`src/rtl/alu_sched_pkg.sv`:
```
// alu_sched_pkg: shared definitions for the ALU scheduler.
//   - ALU operation encodings as seen on reqX_op and alu_op
//   - scheduler FSM state type
//   - is_multicycle(): true for ops that use the BEGIN/END handshake
package alu_sched_pkg;

  localparam logic [1:0] OP_ADD = 2'b00;
  localparam logic [1:0] OP_SUB = 2'b01;
  localparam logic [1:0] OP_MUL = 2'b10;
  localparam logic [1:0] OP_DIV = 2'b11;

  typedef enum logic [1:0] {
    IDLE = 2'd0,
    EXEC = 2'd1,
    WAIT = 2'd2,
    RESP = 2'd3
  } state_t;

  // MUL and DIV share the upper encoding bit, so one bit picks the path.
  function automatic logic is_multicycle(input logic [1:0] op);
    return op[1];
  endfunction

endpackage

```
`src/rtl/alu_sched_rr_arb2.sv`:
```
// rr_arb2: combinational two-way round-robin arbiter.
// Ports:
//   valid[1:0]  requests from requester 0 and 1
//   prio        side that wins when both request
//   enable      arbitration allowed (no grant when low)
//   grant[1:0]  one-hot grant, all zero when nothing granted
//   id          index of the winning side
// The priority register lives in the parent so it only advances on an
// actual accept.
module rr_arb2 (
  input  logic [1:0] valid,
  input  logic       prio,
  input  logic       enable,
  output logic [1:0] grant,
  output logic       id
);

  always_comb begin
    grant = 2'b00;
    id    = 1'b0;
    if (valid[0] && valid[1]) begin
      id = prio;
    end else begin
      id = valid[1];
    end
    if (enable && (|valid)) begin
      grant = id ? 2'b10 : 2'b01;
    end
  end

endmodule

```
`src/rtl/alu_sched.sv`:
```
// alu_sched: shares one ALU between two requesters with round-robin
// arbitration and returns the tagged result on a single response channel.
// Ports:
//   clk, rst                 clock, asynchronous active-high reset
//   reqX_valid/ready         request handshake for requester X (0/1)
//   reqX_op/a/m              operation and operands, sampled on accept
//   rsp_valid/ready          response handshake
//   rsp_id/data/err          requester index, ALU OUTBUS, timeout flag
//   alu_begin/op/a/m         drive to the shared ALU
//   alu_end, alu_out         completion and OUTBUS from the ALU
//   busy                     scheduler is not idle
module alu_sched
  import alu_sched_pkg::*;
#(
  parameter int DW      = 8,
  parameter int TIMEOUT = 31
) (
  input  logic          clk,
  input  logic          rst,
  input  logic          req0_valid,
  output logic          req0_ready,
  input  logic [1:0]    req0_op,
  input  logic [DW-1:0] req0_a,
  input  logic [DW-1:0] req0_m,
  input  logic          req1_valid,
  output logic          req1_ready,
  input  logic [1:0]    req1_op,
  input  logic [DW-1:0] req1_a,
  input  logic [DW-1:0] req1_m,
  output logic          rsp_valid,
  input  logic          rsp_ready,
  output logic          rsp_id,
  output logic [2*DW-1:0] rsp_data,
  output logic          rsp_err,
  output logic          alu_begin,
  output logic [1:0]    alu_op,
  output logic [DW-1:0] alu_a,
  output logic [DW-1:0] alu_m,
  input  logic          alu_end,
  input  logic [2*DW-1:0] alu_out,
  output logic          busy
);

  localparam int CW = $clog2(TIMEOUT + 1);

  state_t        state, state_nx;
  logic          prio;
  logic [1:0]    hold_op;
  logic [DW-1:0] hold_a;
  logic [DW-1:0] hold_m;
  logic          hold_id;
  logic [CW-1:0] cnt;

  logic [1:0]    grant;
  logic          grant_id;
  logic          accept;
  logic          timed_out;
  logic [1:0]    sel_op;
  logic [DW-1:0] sel_a;
  logic [DW-1:0] sel_m;

  rr_arb2 u_arb (
    .valid  ({req1_valid, req0_valid}),
    .prio   (prio),
    .enable (state == IDLE),
    .grant  (grant),
    .id     (grant_id)
  );

  assign req0_ready = grant[0];
  assign req1_ready = grant[1];
  assign accept     = |grant;
  assign busy       = (state != IDLE);
  assign rsp_valid  = (state == RESP);

  // The ALU inputs come straight from the hold registers, so they stay
  // stable from EXEC through WAIT without a separate output stage.
  assign alu_op = hold_op;
  assign alu_a  = hold_a;
  assign alu_m  = hold_m;

  assign sel_op = grant_id ? req1_op : req0_op;
  assign sel_a  = grant_id ? req1_a  : req0_a;
  assign sel_m  = grant_id ? req1_m  : req0_m;

  // The counter starts at 0 in the first WAIT cycle, so comparing with
  // TIMEOUT-1 gives exactly TIMEOUT cycles spent in WAIT.
  assign timed_out = (cnt == CW'(TIMEOUT - 1));

  always_ff @(posedge clk or posedge rst) begin
    if (rst) begin
      state <= IDLE;
    end else begin
      state <= state_nx;
    end
  end

  // A completing alu_end takes precedence over a coincident timeout.
  always_comb begin
    state_nx = state;
    case (state)
      IDLE: if (accept) state_nx = EXEC;
      EXEC: state_nx = is_multicycle(hold_op) ? WAIT : RESP;
      WAIT: if (alu_end || timed_out) state_nx = RESP;
      RESP: if (rsp_ready) state_nx = IDLE;
      default: state_nx = IDLE;
    endcase
  end

  always_ff @(posedge clk or posedge rst) begin
    if (rst) begin
      prio      <= 1'b0;
      hold_op   <= 2'b00;
      hold_a    <= '0;
      hold_m    <= '0;
      hold_id   <= 1'b0;
      cnt       <= '0;
      alu_begin <= 1'b0;
      rsp_id    <= 1'b0;
      rsp_data  <= '0;
      rsp_err   <= 1'b0;
    end else begin
      case (state)
        IDLE: begin
          if (accept) begin
            hold_op   <= sel_op;
            hold_a    <= sel_a;
            hold_m    <= sel_m;
            hold_id   <= grant_id;
            prio      <= ~grant_id;
            // Raised on accept so BEGIN is already high during EXEC.
            alu_begin <= is_multicycle(sel_op);
          end
        end
        EXEC: begin
          cnt <= '0;
          if (!is_multicycle(hold_op)) begin
            rsp_data <= alu_out;
            rsp_err  <= 1'b0;
            rsp_id   <= hold_id;
          end
        end
        WAIT: begin
          cnt <= cnt + 1'b1;
          if (alu_end) begin
            rsp_data  <= alu_out;
            rsp_err   <= 1'b0;
            rsp_id    <= hold_id;
            alu_begin <= 1'b0;
          end else if (timed_out) begin
            rsp_data  <= '0;
            rsp_err   <= 1'b1;
            rsp_id    <= hold_id;
            alu_begin <= 1'b0;
          end
        end
        default: ;
      endcase
    end
  end

endmodule

```
`config.mk`:
```
export PLATFORM = sky130hd
export DESIGN_NAME = alu_sched
export DESIGN_NICKNAME = d
export VERILOG_FILES = /design/src/rtl/alu_sched_pkg.sv /design/src/rtl/alu_sched_rr_arb2.sv /design/src/rtl/alu_sched.sv
export SDC_FILE = /design/constraint.sdc
export NUM_CORES = 1
export LEC_CHECK = 0
export ABC_CLOCK_PERIOD_IN_PS = 2500
export BUFFER_PORTS_ARGS = -buffer_cell sky130_fd_sc_hd__buf_2
export CORE_MARGIN = 3
export CORE_UTILIZATION = 46
export DETAILED_ROUTE_END_ITERATION = 12
export GPL_TIMING_DRIVEN = 0
export PLACE_DENSITY_LB_ADDON = 0.12
export SETUP_SLACK_MARGIN = 0.02
export SLEW_MARGIN = 5
export SYNTH_ARGS = -nofsm -noshare
export SYNTH_HDL_FRONTEND = slang
export SYNTH_SLANG_ARGS = --single-unit
```
`constraint.sdc`:
```
create_clock -name clk -period 2.5 [get_ports clk]
set_input_delay 0.25 -clock clk [delete_from_list [all_inputs] [get_ports clk]]
set_output_delay 0.25 -clock clk [all_outputs]
set_load 0.02 [all_outputs]
```
==> impl_results.md <==
- Syn Area/Cell: about 12 µm²
- # port buffers: 98
- GRT Total Usage: 0.1847
- P per Cell Area: approximately 1400 nW/µm²
- HP Start: req1_m[1]
- WL/cell: ~15 µm
- Max Fclk: between 400 and 500 MHz
- Area grow syn2layout: 33.21%
- Initial Util: 0.4975
- Critical path class: reg2out
- Final #Nets: 344
- Clock Latency Late Sink: about 0.29 ns
- DP Area: 2649 µm²
- CP required: ~2.3 ns
- Drt pass-1 iters: 4
- Crit path time final: 2.183 ns
- Antenna violations before repair: 0
- Min-delay worst type: in2reg
- # fillers: around 340
- Sequential cell area: approximately 1200 µm²
- Seq pwr share: 0.340
- Mapped Area: around 2100 µm²
- Clock Sinks: 46
- Clock power share: 0.111
- Fin Setup TNS: 0 ns
- Sw Ratio: 0.4167
- Vias in the first global route: between 1500 and 2000
- Leak: between 1.5 and 2 nW
- Ys async rst share: 1.000
- Final worst hold slack: approximately 0.15 ns
- Library cells used by synthesis: 31
- Int Power: 2.202 mW
- Logic pwr share: 0.549
- Antenna-violating nets left: 0
- Synthesized flop and latch total: 46
- Worst Tran Pin Value: 0.5816 ns
- Share of post-route cells with drive strength above 1: 0.4552
- Worst Setup End Kind: output port
- Synth top area cells: dfrtp_1 55%, a22o_1 11%, a21o_1 6.9%
- First-pass GRT wire length: 7.624 mm
- Area leader, netlist: dfrtp_1
- Die area: between 5000 and 6000 µm²
- Routability cong.: 0.7112
- Clock root buffer: clkbuf_8
- Slew Limit Headroom: 0.6082
- Post-Syn Nets: ~240
- Total number of vias: between 1500 and 2000
- CP Data Arrival Time: about 1.9 ns
- Post-synthesis sequential area ratio: 0.5546
- Slew Limit Fails: 0
- # setup viols final: 0
- Largest net degree at the start of global routing: 42
- Max-cap viol count: 0
- Htree depth: 2
- Clk_skew: 0.003838 ns
- N_diodes: 0
- RSZ-0062 raised after global routing: false
- Die Height: between 70 and 80 µm
- CTS tree: built
- Post-Synthesis Cells: 170
- DRT Wirelength: 4.827 mm
- Cts bufs inserted: 5
- # IOs: 99
- Chip Width: about 73 µm
- Worst-path maximum fanout: 10
- First DRT Iteration DRCs: 54
- Startpoint types: register
- Final HPWL DP: 3.529 mm
- Tcrit/Tclk final: 0.8732
- Area of the multi-input gates: between 800 and 900 µm²
- Max VDD drop: slightly below 0.0007 V
- Core ar.: around 4200 µm²
- Status: completed
- Crit path from: state[0]
- Overflow after GRT: 0
- Most common cell in the netlist: dfrtp_1
- Top FF cell, synth: dfrtp_1
- Row Count: 23
- Synth Warn #: 0
- Post-synth top area share: 0.5546
- Non-Filler Cell Area, Final: approximately 2800 µm²
- Drt via density: between 5 and 6
- # DRC: 0
- Net switching power: 1.573 mW
- Synth top cells by count: 46 x dfrtp_1, 26 x a22o_1, 19 x a21o_1
- Post-synth EDFFs: 0
- RR Startpoint: state[0]
- Clk buf depth: 2
- Final Hold Vio Count: 0
- CTS clk-pin slew, worst paths: roughly 0.080 ns
[layout make-up]
class / count / share of cell area
Multi-Input combinational cell: 104 / 0.3009
Clock buffer: 7 / 0.02760
Sequential cell: 46 / 0.4163
Buffer: 9 / 0.02398
Timing Repair Buffer: 102 / 0.1937
Inverter: 11 / 0.01493
Tap cell: 50 / 0.02262
[worst max-delay path, cell delays in order (launching register included)]
cell     delay, ns
dfrtp_1       0.41
inv_1         0.15
ha_1          0.24
inv_1         0.13
nor2_4        0.25
buf_2         0.26
buf_2         0.20
[kinds of logic after synthesis]
group                    share of synthesized area
AND/OR/NAND/NOR                            0.06389
AO/OA/AOI/OAI                               0.2773
buffers and inverters                      0.05184
multiplexers                               0.01025
adder cells (fa/ha/maj)                    0.04219
flip-flops                                  0.5545
[routing by layer]
| layer | track usage | part of all wire |
|---|---|---|
| met1 | 0.2402 | 0.44 |
| met2 | 0.2929 | 0.47 |
| met3 | 0.06198 | 0.078 |
| met4 | 0.05328 | 0.0097 |
| met5 | 0 | 0 |
[stage by stage]
stage                     setup slack, ns    util  total power [mW]  std cells
final                              0.3170  0.6627             3.775        329
after global placement             0.3115  0.6300             3.311        318
after global routing               0.1331  0.6627             4.064        329
after detailed placement           0.3203  0.6348             3.354        319
after floorplan                    0.6829       -             2.747        170
after CTS                          0.1585  0.6579             3.799        327
[power by group through the flow]
stage	logic, mW	clock network (mW)	registers [mW]
after CTS	2.08	0.429	1.29
after detailed placement	2.07	0	1.29
after global placement	2.03	0	1.28
after floorplan	1.11	0	1.64
after global routing	2.28	0.466	1.32
final	2.07	0.418	1.28
[layout by cell type (no fill, tap or decap), types with 3 or more instances in the layout]
cell        n
nand3_1     3
a21o_1     19
a22o_1     26
a22o_2      7
dfrtp_1    46
nand2_1     7
clkbuf_8    5
clkbuf_1    5
buf_2     100
o21ai_0    11
inv_1      10
ha_1        7
buf_4       3
[final timing paths]
kind | end | cells after the start | slack, ns
hold / removal | alu_m[1] | 2 | 0.15
max in group asynchronous | alu_m[7] | 4 | 1.67
setup / recovery | req1_ready | 6 | 0.32
hold reg to reg | alu_begin | 2 | 0.49
setup reg to reg | rsp_data[2] | 7 | 0.48
min in group asynchronous | rsp_data[12] | 3 | 0.40
[sequential cells by signal, summed over array words and instances (netlist names)]
register	count
rsp_data	16
alu_a	8
alu_m	8
cnt	5
alu_op	2
state	2
alu_begin	1
hold_id	1
prio	1
rsp_err	1
rsp_id	1
[what timing repair did]
| item | 4_1_cts | 5_1_grt |
|---|---|---|
| pin swaps | 0 | 1 |
| endpoints found under the setup margin | 2 | 2 |
| hold endpoints to repair | 5 | 0 |
| gates resized for setup | 2 | 1 |
| hold buffers | 1 | 0 |
| buffers inserted | 0 | 2 |
Note: power is estimated with default switching activity, not from simulation.
